File: config.mk
export PLATFORM = sky130hd
export DESIGN_NAME = slow_divn
export DESIGN_NICKNAME = d
export VERILOG_FILES = /design/src/rtl/slow_divn.sv
export SDC_FILE = /design/constraint.sdc
export NUM_CORES = 1
export LEC_CHECK = 0
export ABC_AREA = 1
export CAP_MARGIN = 20
export CORE_UTILIZATION = 51
export CTS_BUF_LIST = sky130_fd_sc_hd__clkbuf_16
export DETAILED_ROUTE_END_ITERATION = 8
export GPL_ROUTABILITY_DRIVEN = 0
export PLACE_DENSITY = 0.76
export SLEW_MARGIN = 10
export SYNTH_ARGS = -nofsm -noshare
export SYNTH_HDL_FRONTEND = slang
export SYNTH_SLANG_ARGS = --single-unit
File: constraint.sdc
create_clock -name clk -period 1.55 [get_ports clk]
set_input_delay 0.31 -clock clk [delete_from_list [all_inputs] [get_ports clk]]
set_output_delay 0.31 -clock clk [all_outputs]
set_load 0.05 [all_outputs]
File: src/rtl/slow_divn.sv
`default_nettype none
// ============================================================================
// Module   : slow_divn
// Purpose  : Iterative restoring divider. It produces one quotient bit per
//            clock, MSB first, and works on unsigned or two's-complement
//            operands. Divide-by-zero and signed overflow
//            (most-negative / -1) are reported with flags.
// Ports    : clk   - clock, rising edge
//            rst   - synchronous reset, active low
//            start - request pulse, sampled only in IDLE with no result strobe
//            sgn   - 0 = unsigned, 1 = two's-complement (sampled with start)
//            X, Y  - dividend / divisor (sampled with start)
//            busy  - a division is in progress (CALC or DONE)
//            valid - one-cycle result strobe
//            quot, rem, dbz, ovf - registered result, held until next result
// Revision : 1.0 - initial release
// ============================================================================
module slow_divn #(
    parameter int WIDTH = 8
) (
    input  logic             clk,
    input  logic             rst,
    input  logic             start,
    input  logic             sgn,
    input  logic [WIDTH-1:0] X,
    input  logic [WIDTH-1:0] Y,
    output logic             busy,
    output logic             valid,
    output logic [WIDTH-1:0] quot,
    output logic [WIDTH-1:0] rem,
    output logic             dbz,
    output logic             ovf
);

    localparam logic [1:0] c_ST_IDLE = 2'd0;
    localparam logic [1:0] c_ST_CALC = 2'd1;
    localparam logic [1:0] c_ST_DONE = 2'd2;

    localparam int                 c_CNT_W    = $clog2(WIDTH);
    localparam logic [c_CNT_W-1:0] c_CNT_LAST = c_CNT_W'(WIDTH - 1);
    localparam logic [WIDTH-1:0]   c_MIN      = {1'b1, {(WIDTH-1){1'b0}}};

    logic [1:0]         r_state;
    logic [1:0]         w_state_nxt;

    logic [WIDTH-1:0]   r_acc;      // partial remainder
    logic [WIDTH-1:0]   r_dvd;      // dividend magnitude, shifted out as quotient shifts in
    logic [WIDTH:0]     r_dvs;      // divisor magnitude
    logic [c_CNT_W-1:0] r_cnt;
    logic [WIDTH-1:0]   r_x;        // raw dividend, returned as remainder on divide-by-zero
    logic               r_neg_q;
    logic               r_neg_r;
    logic               r_dbz;
    logic               r_ovf;

    logic               r_valid;
    logic [WIDTH-1:0]   r_quot;
    logic [WIDTH-1:0]   r_rem;
    logic               r_dbz_o;
    logic               r_ovf_o;

    logic               w_accept;
    logic               w_y_zero;
    logic               w_x_neg;
    logic               w_y_neg;
    logic               w_ovf_case;
    logic [WIDTH:0]     w_x_mag;
    logic [WIDTH:0]     w_y_mag;
    logic [WIDTH:0]     w_shift;
    logic               w_fits;
    logic [WIDTH-1:0]   w_sub;
    logic [WIDTH-1:0]   w_acc_nxt;

    // A start coinciding with the result strobe is dropped; the next cycle
    // (IDLE, strobe low) accepts a new request.
    assign w_accept   = (r_state == c_ST_IDLE) && start && !r_valid;
    assign w_y_zero   = (Y == '0);
    assign w_x_neg    = sgn & X[WIDTH-1];
    assign w_y_neg    = sgn & Y[WIDTH-1];
    assign w_ovf_case = sgn && (X == c_MIN) && (Y == '1);

    // Magnitudes are formed from the sign-extended operand in WIDTH+1 bits,
    // so the most-negative value maps to 2^(WIDTH-1) without wrapping.
    assign w_x_mag = w_x_neg ? -{X[WIDTH-1], X} : {1'b0, X};
    assign w_y_mag = w_y_neg ? -{Y[WIDTH-1], Y} : {1'b0, Y};

    // One restoring step. The partial remainder is always below the divisor,
    // so after a successful subtract the difference fits in WIDTH bits and
    // the low WIDTH bits of the subtraction are exact.
    assign w_shift   = {r_acc, r_dvd[WIDTH-1]};
    assign w_fits    = (w_shift >= r_dvs);
    assign w_sub     = w_shift[WIDTH-1:0] - r_dvs[WIDTH-1:0];
    assign w_acc_nxt = w_fits ? w_sub : w_shift[WIDTH-1:0];

    // ------------------------------------------------------------------
    // State register
    // ------------------------------------------------------------------
    always_ff @(posedge clk) begin
        if (!rst) begin
            r_state <= c_ST_IDLE;
        end else begin
            r_state <= w_state_nxt;
        end
    end

    // ------------------------------------------------------------------
    // Next-state logic
    // ------------------------------------------------------------------
    always_comb begin
        w_state_nxt = r_state;
        case (r_state)
            c_ST_IDLE: begin
                if (w_accept) begin
                    w_state_nxt = w_y_zero ? c_ST_DONE : c_ST_CALC;
                end
            end
            c_ST_CALC: begin
                if (r_cnt == c_CNT_LAST) begin
                    w_state_nxt = c_ST_DONE;
                end
            end
            c_ST_DONE: w_state_nxt = c_ST_IDLE;
            default:   w_state_nxt = c_ST_IDLE;
        endcase
    end

    // ------------------------------------------------------------------
    // State outputs
    // ------------------------------------------------------------------
    always_comb begin
        busy = (r_state != c_ST_IDLE);
    end

    // ------------------------------------------------------------------
    // Datapath and result registers
    // ------------------------------------------------------------------
    always_ff @(posedge clk) begin
        if (!rst) begin
            r_acc   <= '0;
            r_dvd   <= '0;
            r_dvs   <= '0;
            r_cnt   <= '0;
            r_x     <= '0;
            r_neg_q <= 1'b0;
            r_neg_r <= 1'b0;
            r_dbz   <= 1'b0;
            r_ovf   <= 1'b0;
            r_valid <= 1'b0;
            r_quot  <= '0;
            r_rem   <= '0;
            r_dbz_o <= 1'b0;
            r_ovf_o <= 1'b0;
        end else begin
            r_valid <= 1'b0;
            case (r_state)
                c_ST_IDLE: begin
                    if (w_accept) begin
                        // Bit WIDTH of the dividend magnitude is always zero; it
                        // seeds the partial remainder as the bits above the
                        // WIDTH iterated positions.
                        r_acc   <= {{(WIDTH-1){1'b0}}, w_x_mag[WIDTH]};
                        r_dvd   <= w_x_mag[WIDTH-1:0];
                        r_dvs   <= w_y_mag;
                        r_cnt   <= '0;
                        r_x     <= X;
                        r_neg_q <= w_x_neg ^ w_y_neg;
                        r_neg_r <= w_x_neg;
                        r_dbz   <= w_y_zero;
                        r_ovf   <= w_ovf_case;
                    end
                end
                c_ST_CALC: begin
                    r_acc <= w_acc_nxt;
                    r_dvd <= {r_dvd[WIDTH-2:0], w_fits};
                    r_cnt <= r_cnt + 1'b1;
                end
                c_ST_DONE: begin
                    r_valid <= 1'b1;
                    if (r_dbz) begin
                        r_quot  <= '1;
                        r_rem   <= r_x;
                        r_dbz_o <= 1'b1;
                        r_ovf_o <= 1'b0;
                    end else begin
                        // For most-negative / -1 the magnitude quotient is
                        // 2^(WIDTH-1) with a positive sign, which reads back
                        // as the most-negative value; only the flag differs.
                        r_quot  <= r_neg_q ? -r_dvd : r_dvd;
                        r_rem   <= r_neg_r ? -r_acc : r_acc;
                        r_dbz_o <= 1'b0;
                        r_ovf_o <= r_ovf;
                    end
                end
                default: ;
            endcase
        end
    end

    assign valid = r_valid;
    assign quot  = r_quot;
    assign rem   = r_rem;
    assign dbz   = r_dbz_o;
    assign ovf   = r_ovf_o;

endmodule
`default_nettype wire

==> results.py, run 1 <==
metrics = {
    "cts": {
        "cts_htree_levels": 3,
        "tritoncts": "done",
        "clock_path_buffers": 2,
        "cts_root_buf": "sky130_fd_sc_hd__clkbuf_16",
        "cts.hold.buffers_added": 0,
        "clock_sinks": 61,
        "clk_latency_ns": 0.33,
        "cts_buffers": 9,
        "clk_pin_slew_worst_paths_ns": 0.06,
    },
    "route": {
        "antenna_violating_nets_post_route": 0,
        "drtIter0Drc": 640,
        "drtPass1Iterations": 9,
        "route.detailed.drc": 3,
        "num_vias": 4403,
        "via_per_inst": 6.06,
        "route.detailed.wl_per_inst_um": 18.5,
        "total_length_of_routed_wires_um": 13500,
    },
    "cells_and_area": {
        "area_growth_pct": 55.5,
        "design.final.nets": 682,
        "diodes": 0,
        "final_layout_size_suffix_gt1_share_pct": 36.6,
        "design_area_mm2": 0.00546,
    },
    "yosys": {
        "synth.avg_cell_area_um2": 6.70,
        "yosys.cell_count.top_type": "sky130_fd_sc_hd__nand2_1",
        "synth-async-reset-ratio_pct": 0,
        "synth_sequential_area_ratio_pct": 34.8,
        "yosys-top-cells-area": "sky130_fd_sc_hd__dfxtp_1, sky130_fd_sc_hd__nand2_1, sky130_fd_sc_hd__inv_1",
        "count_of_warnings_emitted_by_yosys": 0,
        "synth_top_area_cell": "sky130_fd_sc_hd__dfxtp_1",
        "synth_flop_cell": "sky130_fd_sc_hd__dfxtp_1",
        "syn-instance-count": 524,
        "synth.cells.most_frequent": "sky130_fd_sc_hd__nand2_1, sky130_fd_sc_hd__inv_1, sky130_fd_sc_hd__dfxtp_1",
        "synthesis.nets": 561,
        "netlist-cell-type-count": 33,
        "post-synth-top-area-fraction_pct": 34.8,
        "number_of_enable_flip_flop_cells_after_synthesis": 0,
        "ys_ff_latch": 61,
        "syn-cell-area_mm2": 0.00351,
    },
    "power_and_ir_drop": {
        "pwr_density_cell_mw_per_mm2": 1680,
        "peakVddDrop_v": 0.00184,
        "power_leakage_nw": 2.48,
    },
    "critical_path": {
        "critPathLaunchType": "flip-flop",
        "cp.arrival_ns": 2.00,
        "worstPathRequired_ns": 1.81,
        "timing_worst_setup_path_type": "flip-flop to flip-flop",
        "cp-end-kind": "flip-flop",
        "timing.critical_path.fanout_max": 6,
        "critical-path-slowest-cell": "sky130_fd_sc_hd__dfxtp_2",
        "critical_path.max_stage_delay_ns": 0.34,
        "critPathBufInv": 2,
        "path_cells": "inv_2, ha_4, nand2_2, nand2_4, a21oi_4, nand4_4, buf_6, nand2_1, nand3_1, a21oi_2",
        "cp_top_family": "simple AND/OR/NAND/NOR gates",
    },
    "floorplanning": {
        "die_area_mm2": 0.00722,
        "start_util_pct": 54.0,
        "core_rows": 29,
        "num_io_pins": 40,
        "die_width_um": 85.0,
        "core_region_area_mm2": 0.00649,
        "die_height_um": 85.0,
    },
    "sta": {
        "setup_repair_after_global_routing_missed_its_margin": "true",
        "fin_crit_sh_pct": 112,
        "slew_viol_final": 0,
        "report.final.hold_viol_count": 0,
        "setup_viol": 9,
        "maxSlewHeadroom_pct": 77.8,
        "tightest_slew_ns": 0.331,
        "achievable-frequency_ghz": 0.576,
        "final_period_minus_worst_setup_slack_ns": 1.74,
        "worst_clock_skew_ns": 0.00936,
        "finalHoldWorstSlack_ns": 0.364,
        "post-route-worst-setup-slack_ns": -0.187,
    },
    "place": {
        "pre_cts_ws_ns": -0.290,
        "port_buffers": 39,
        "detailed_place.area_mm2": 0.00466,
        "place_hpwl_um": 7520,
    },
    "status": {
        "status": "finished, violations left",
        "violations": "DRC, setup timing",
    },
    "global_routing": {
        "antenna_found_initial": 0,
        "grt_first_pass_wirelength_um": 19800,
        "global_route.overflow_total": 0,
        "via_count_of_the_first_global_routing_pass": 4276,
        "grt_usage_pct": 34.7,
        "grt_max_degree": 37,
    },
    "min_path": {
        "hold_path_class": "input port to flip-flop",
    },
    "flow_run": {
        "max_cap_viol_count": 0,
    },
}
## layout by cell type, fill, tap and decap left out, types with 5 or more instances in the layout
master / instances
sky130_fd_sc_hd__a21oi_1: 25
sky130_fd_sc_hd__a21oi_2: 5
sky130_fd_sc_hd__a31oi_1: 14
sky130_fd_sc_hd__buf_12: 15
sky130_fd_sc_hd__buf_4: 84
sky130_fd_sc_hd__buf_6: 7
sky130_fd_sc_hd__clkbuf_16: 9
sky130_fd_sc_hd__clkdlybuf4s50_1: 18
sky130_fd_sc_hd__dfxtp_1: 43
sky130_fd_sc_hd__dfxtp_2: 18
sky130_fd_sc_hd__ha_4: 11
sky130_fd_sc_hd__inv_1: 59
sky130_fd_sc_hd__inv_2: 17
sky130_fd_sc_hd__nand2_1: 110
sky130_fd_sc_hd__nand2_2: 18
sky130_fd_sc_hd__nand3_1: 43
sky130_fd_sc_hd__nand3_2: 10
sky130_fd_sc_hd__nor2_1: 33
sky130_fd_sc_hd__nor2_2: 7
sky130_fd_sc_hd__nor2_4: 7
sky130_fd_sc_hd__o21ai_0: 22
sky130_fd_sc_hd__o21ai_1: 7
sky130_fd_sc_hd__xor2_1: 7
## layout make-up
cell class / count / area, µm²
Clock buffer: 9 / 225
Clock inverter: 7 / 50.0
Fill cell: 337 / 1040
Inverter: 80 / 308
Multi-Input combinational cell: 368 / 2330
Sequential cell: 61 / 1240
Tap cell: 77 / 96.3
Timing Repair Buffer: 125 / 1200
## kinds of logic after synthesis
| family | after synthesis | share of synthesized area, % |
|---|---|---|
| AOI/OAI and AO/OA | 94 | 15.2 |
| xor gates and xnor gates | 11 | 2.75 |
| adders and majority gates | 17 | 6.27 |
| buffers and inverters | 95 | 10.7 |
| DFF | 61 | 34.8 |
| and+or+nand+nor | 246 | 30.3 |
## stage by stage
step	util, %	total power [W]	setup TNS (ns)	instances
global placement	71.8	0.00544	-5.04	705
CTS	80.4	0.00812	-0.229	726
detailed placement	71.8	0.00551	-7.78	705
floorplan	-	0.00407	0	524
global route	84.0	0.00951	-1.90	727
finish	84.0	0.00915	-1.37	727
## metal layers
metal	global-route usage (%)	up-vias	wire (µm)
met1	40.8	1990	5110
li1	-	1961	-
met4	18.0	0	767
met2	59.5	350	6370
met5	0	-	0
met3	7.49	102	1240
## power by group
group          internal (W)  switching [W]  leakage, nW  total [W]
clock network       0.00109       0.000773        0.140    0.00186
registers           0.00177       0.000195        0.505    0.00196
logic               0.00234        0.00299         1.84    0.00533
## what timing repair did
item,in CTS,in global routing
pin swaps,14,31
endpoints found under the setup margin,11,29
gates cloned,0,0
buffers inserted,5,2
gates resized for setup,64,73
## worst register-to-register path, stage by stage, from the launching register on
cell                      delay [ns]
sky130_fd_sc_hd__dfxtp_2        0.34
sky130_fd_sc_hd__inv_2          0.06
sky130_fd_sc_hd__ha_4           0.26
sky130_fd_sc_hd__nand2_2        0.11
sky130_fd_sc_hd__nand2_4        0.09
sky130_fd_sc_hd__a21oi_4        0.18
sky130_fd_sc_hd__nand4_4        0.18
sky130_fd_sc_hd__buf_6          0.18
sky130_fd_sc_hd__nand2_1        0.06
sky130_fd_sc_hd__nand3_1        0.09
sky130_fd_sc_hd__a21oi_2        0.13
## path summary, 6_finish.rpt
path	depth (start not counted)	endpoint	slack (ns)	startpoint
setup / recovery	10	r_acc[1]	-0.19	r_dvs[6]
hold / removal	3	r_x[0]	0.36	X[0]
setup reg to reg	10	r_acc[1]	-0.19	r_dvs[6]
hold reg to reg	2	r_x[5]	0.45	r_x[5]
## flip-flops by register name (all words and copies together), names as in the netlist, 2 cells and up
name	cells
r_dvs	9
r_dvd	8
r_acc	8
r_cnt	3
r_state	2
r_x	8
rem	8
quot	8
Power figures use the tool's default switching activity.
==> inputs of run 2 (changes only) <==
- PLACE_DENSITY: 0.76 -> unset
- PLACE_DENSITY_LB_ADDON: unset -> 0.15
==> results.py, run 2 (synthesis results as in run 1) <==
metrics = {
    "route": {
        "antenna_violating_nets_post_route": 0,
        "maxUsedRoutingLayer": "met4",
        "via_per_inst": 5.99,
        "drtIter0Drc": 514,
        "met2_length_um": 6070,
        "detail_route.wirelength.met1_um": 5000,
        "drtPass1Iterations": 9,
        "route.detailed.drc": 4,
        "met3_length_um": 1270,
        "total_length_of_routed_wires_um": 13000,
        "route.detailed.wl_per_inst_um": 17.9,
        "num_vias": 4340,
    },
    "place": {
        "place_hpwl_um": 7500,
        "place.detailed.instances": 705,
        "port_buffers": 39,
        "detailed_place.area_mm2": 0.00469,
        "pre_cts_ws_ns": -0.272,
    },
    "sta": {
        "maxSlewHeadroom_pct": 78.6,
        "finalHoldWorstSlack_ns": 0.458,
        "fin_crit_sh_pct": 112,
        "setup_repair_after_global_routing_missed_its_margin": "true",
        "achievable-frequency_ghz": 0.574,
        "slew_viol_final": 0,
        "setup_viol": 12,
        "report.final.hold_viol_count": 0,
        "final_period_minus_worst_setup_slack_ns": 1.74,
        "post-route-worst-setup-slack_ns": -0.192,
        "worst_clock_skew_ns": 0.00764,
        "tightest_slew_ns": 0.321,
    },
    "status": {
        "status": "finished, violations left",
        "violations": "DRC, setup timing",
    },
    "cts": {
        "cts_htree_levels": 3,
        "tritoncts": "done",
        "clock_path_buffers": 2,
        "cts_buffers": 9,
        "clk_pin_slew_worst_paths_ns": 0.06,
        "cts_root_buf": "sky130_fd_sc_hd__clkbuf_16",
        "clk_latency_ns": 0.33,
        "clock_sinks": 61,
    },
    "cells_and_area": {
        "top_register": "r_dvs",
        "largest_reg_flops": 9,
        "final_cells": 725,
        "area_growth_pct": 57.3,
        "mostFrequentLayoutCells": "sky130_fd_sc_hd__nand2_1, sky130_fd_sc_hd__buf_4, sky130_fd_sc_hd__inv_1",
        "final_layout_size_suffix_gt1_share_pct": 37.7,
        "layout.cells.most_common": "sky130_fd_sc_hd__nand2_1",
        "design_area_mm2": 0.00552,
        "design.final.nets": 680,
        "diodes": 0,
    },
    "critical_path": {
        "timing.critical_path.fanout_max": 3,
        "worstPathRequired_ns": 1.81,
        "cp.arrival_ns": 2.00,
        "worst_r2r_endpoint": "r_acc[6]",
        "cp-end-kind": "flip-flop",
        "critical_path.max_stage_delay_ns": 0.39,
        "critPathBufInv": 2,
        "number_of_cells_on_the_critical_path": 11,
        "path_cells": "inv_2, ha_4, inv_2, fa_2, nand2_2, nand3_2, nand2_1, nand2_1, nand2_1, nand3_1, a21oi_2",
        "cp_top_family": "adder cells",
        "critical-path-slowest-cell": "sky130_fd_sc_hd__fa_2",
        "timing_worst_setup_path_type": "flip-flop to flip-flop",
        "worstRegToRegCells": 11,
        "timing.critical_path.from": "r_dvd[7]",
        "timing.critical_path.mode_cell": "sky130_fd_sc_hd__nand2_1",
        "regToRegSetupSlack_ns": -0.19,
        "critPathLaunchType": "flip-flop",
        "crit-reg2reg-launch": "r_dvd[7]",
    },
    "floorplanning": {
        "die_area_mm2": 0.00722,
        "num_io_pins": 40,
        "die_height_um": 85.0,
        "start_util_pct": 54.0,
        "core_rows": 29,
        "core_region_area_mm2": 0.00649,
        "die_width_um": 85.0,
    },
    "min_path": {
        "end_point_of_the_worst_hold_path": "r_x[5]",
        "hold_path_class": "flip-flop to flip-flop",
        "holdPathStages": 2,
        "hold_start": "r_x[5]",
    },
    "global_routing": {
        "global_route.overflow_total": 0,
        "grt_first_pass_wirelength_um": 18200,
        "via_count_of_the_first_global_routing_pass": 3937,
        "grt_usage_pct": 31.9,
        "grt_max_degree": 37,
        "antenna_found_initial": 0,
    },
    "power_and_ir_drop": {
        "pwr_density_cell_mw_per_mm2": 1710,
        "power_leakage_nw": 2.50,
        "power.total_w": 0.00946,
        "peakVddDrop_v": 0.00158,
    },
    "flow_run": {
        "max_cap_viol_count": 0,
    },
}
[run 2: cell types whose count changed in the layout (fill, tap and decap cells not counted), moves of 4 or more]
cell,delta
sky130_fd_sc_hd__o21ai_1,-6
sky130_fd_sc_hd__nand3_1,-7
sky130_fd_sc_hd__nand2_1,-8
sky130_fd_sc_hd__buf_6,-4
sky130_fd_sc_hd__nand2_2,+4
sky130_fd_sc_hd__o21ai_0,+8
sky130_fd_sc_hd__nand3_2,+7
sky130_fd_sc_hd__nand2_4,+4
[run 2: timing repair]
action | 4_1_cts | 5_1_grt
setup buffers | 2 | 3
setup endpoints to repair | 10 | 20
resized for setup | 62 | 73
hold endpoints to repair | 0 | 0
pin swaps | 24 | 32
gates cloned | 0 | 0
hold buffers | 0 | 0
[run 2: cell type report]
type,count,area (µm²)
Inverter,80,310
Fill cell,324,973
Tap cell,77,96.3
Sequential cell,61,1240
Timing Repair Buffer,123,1190
Clock buffer,9,225
Multi-Input combinational cell,368,2380
Clock inverter,7,75.1
[run 2: per-layer routing]
| layer | vias up | GRT usage [%] |
|---|---|---|
| li1 | 1951 | - |
| met1 | 2005 | 39.8 |
| met2 | 316 | 55.6 |
| met3 | 68 | 5.54 |
| met4 | 0 | 11.1 |
| met5 | - | 0 |
[run 2: worst reg2reg max path, cell delays in order, from the launching register on]
cell and delay (ns):
sky130_fd_sc_hd__dfxtp_2 0.32, sky130_fd_sc_hd__inv_2 0.08, sky130_fd_sc_hd__ha_4 0.13, sky130_fd_sc_hd__inv_2 0.05
sky130_fd_sc_hd__fa_2 0.39, sky130_fd_sc_hd__nand2_2 0.12, sky130_fd_sc_hd__nand3_2 0.08, sky130_fd_sc_hd__nand2_1 0.07
sky130_fd_sc_hd__nand2_1 0.09, sky130_fd_sc_hd__nand2_1 0.08, sky130_fd_sc_hd__nand3_1 0.09, sky130_fd_sc_hd__a21oi_2 0.17
[run 2: how the worst max path moves through the flow]
stage	endpoint	slack, ns
after CTS	r_acc[4]	-0.03
after floorplan	r_acc[7]	0.009
final	r_acc[6]	-0.19
after global routing	r_acc[7]	-0.23
after detailed placement	r_dvd[6]	-0.27
after global placement	r_ovf	-0.24
[run 2: through the flow]
stage	util (%)	TNS, ns
floorplan	-	0
global placement	72.2	-5.44
detailed placement	72.2	-7.00
CTS	80.9	-0.0664
global route	85.0	-1.56
finish	85.0	-1.04
[run 2: power breakdown]
| group | internal (W) | total, W | leakage, nW | switching, W |
|---|---|---|---|---|
| Clock | 0.00125 | 0.00202 | 0.150 | 0.000771 |
| Sequential | 0.00176 | 0.00196 | 0.505 | 0.000197 |
| Combinational | 0.00234 | 0.00548 | 1.85 | 0.00314 |
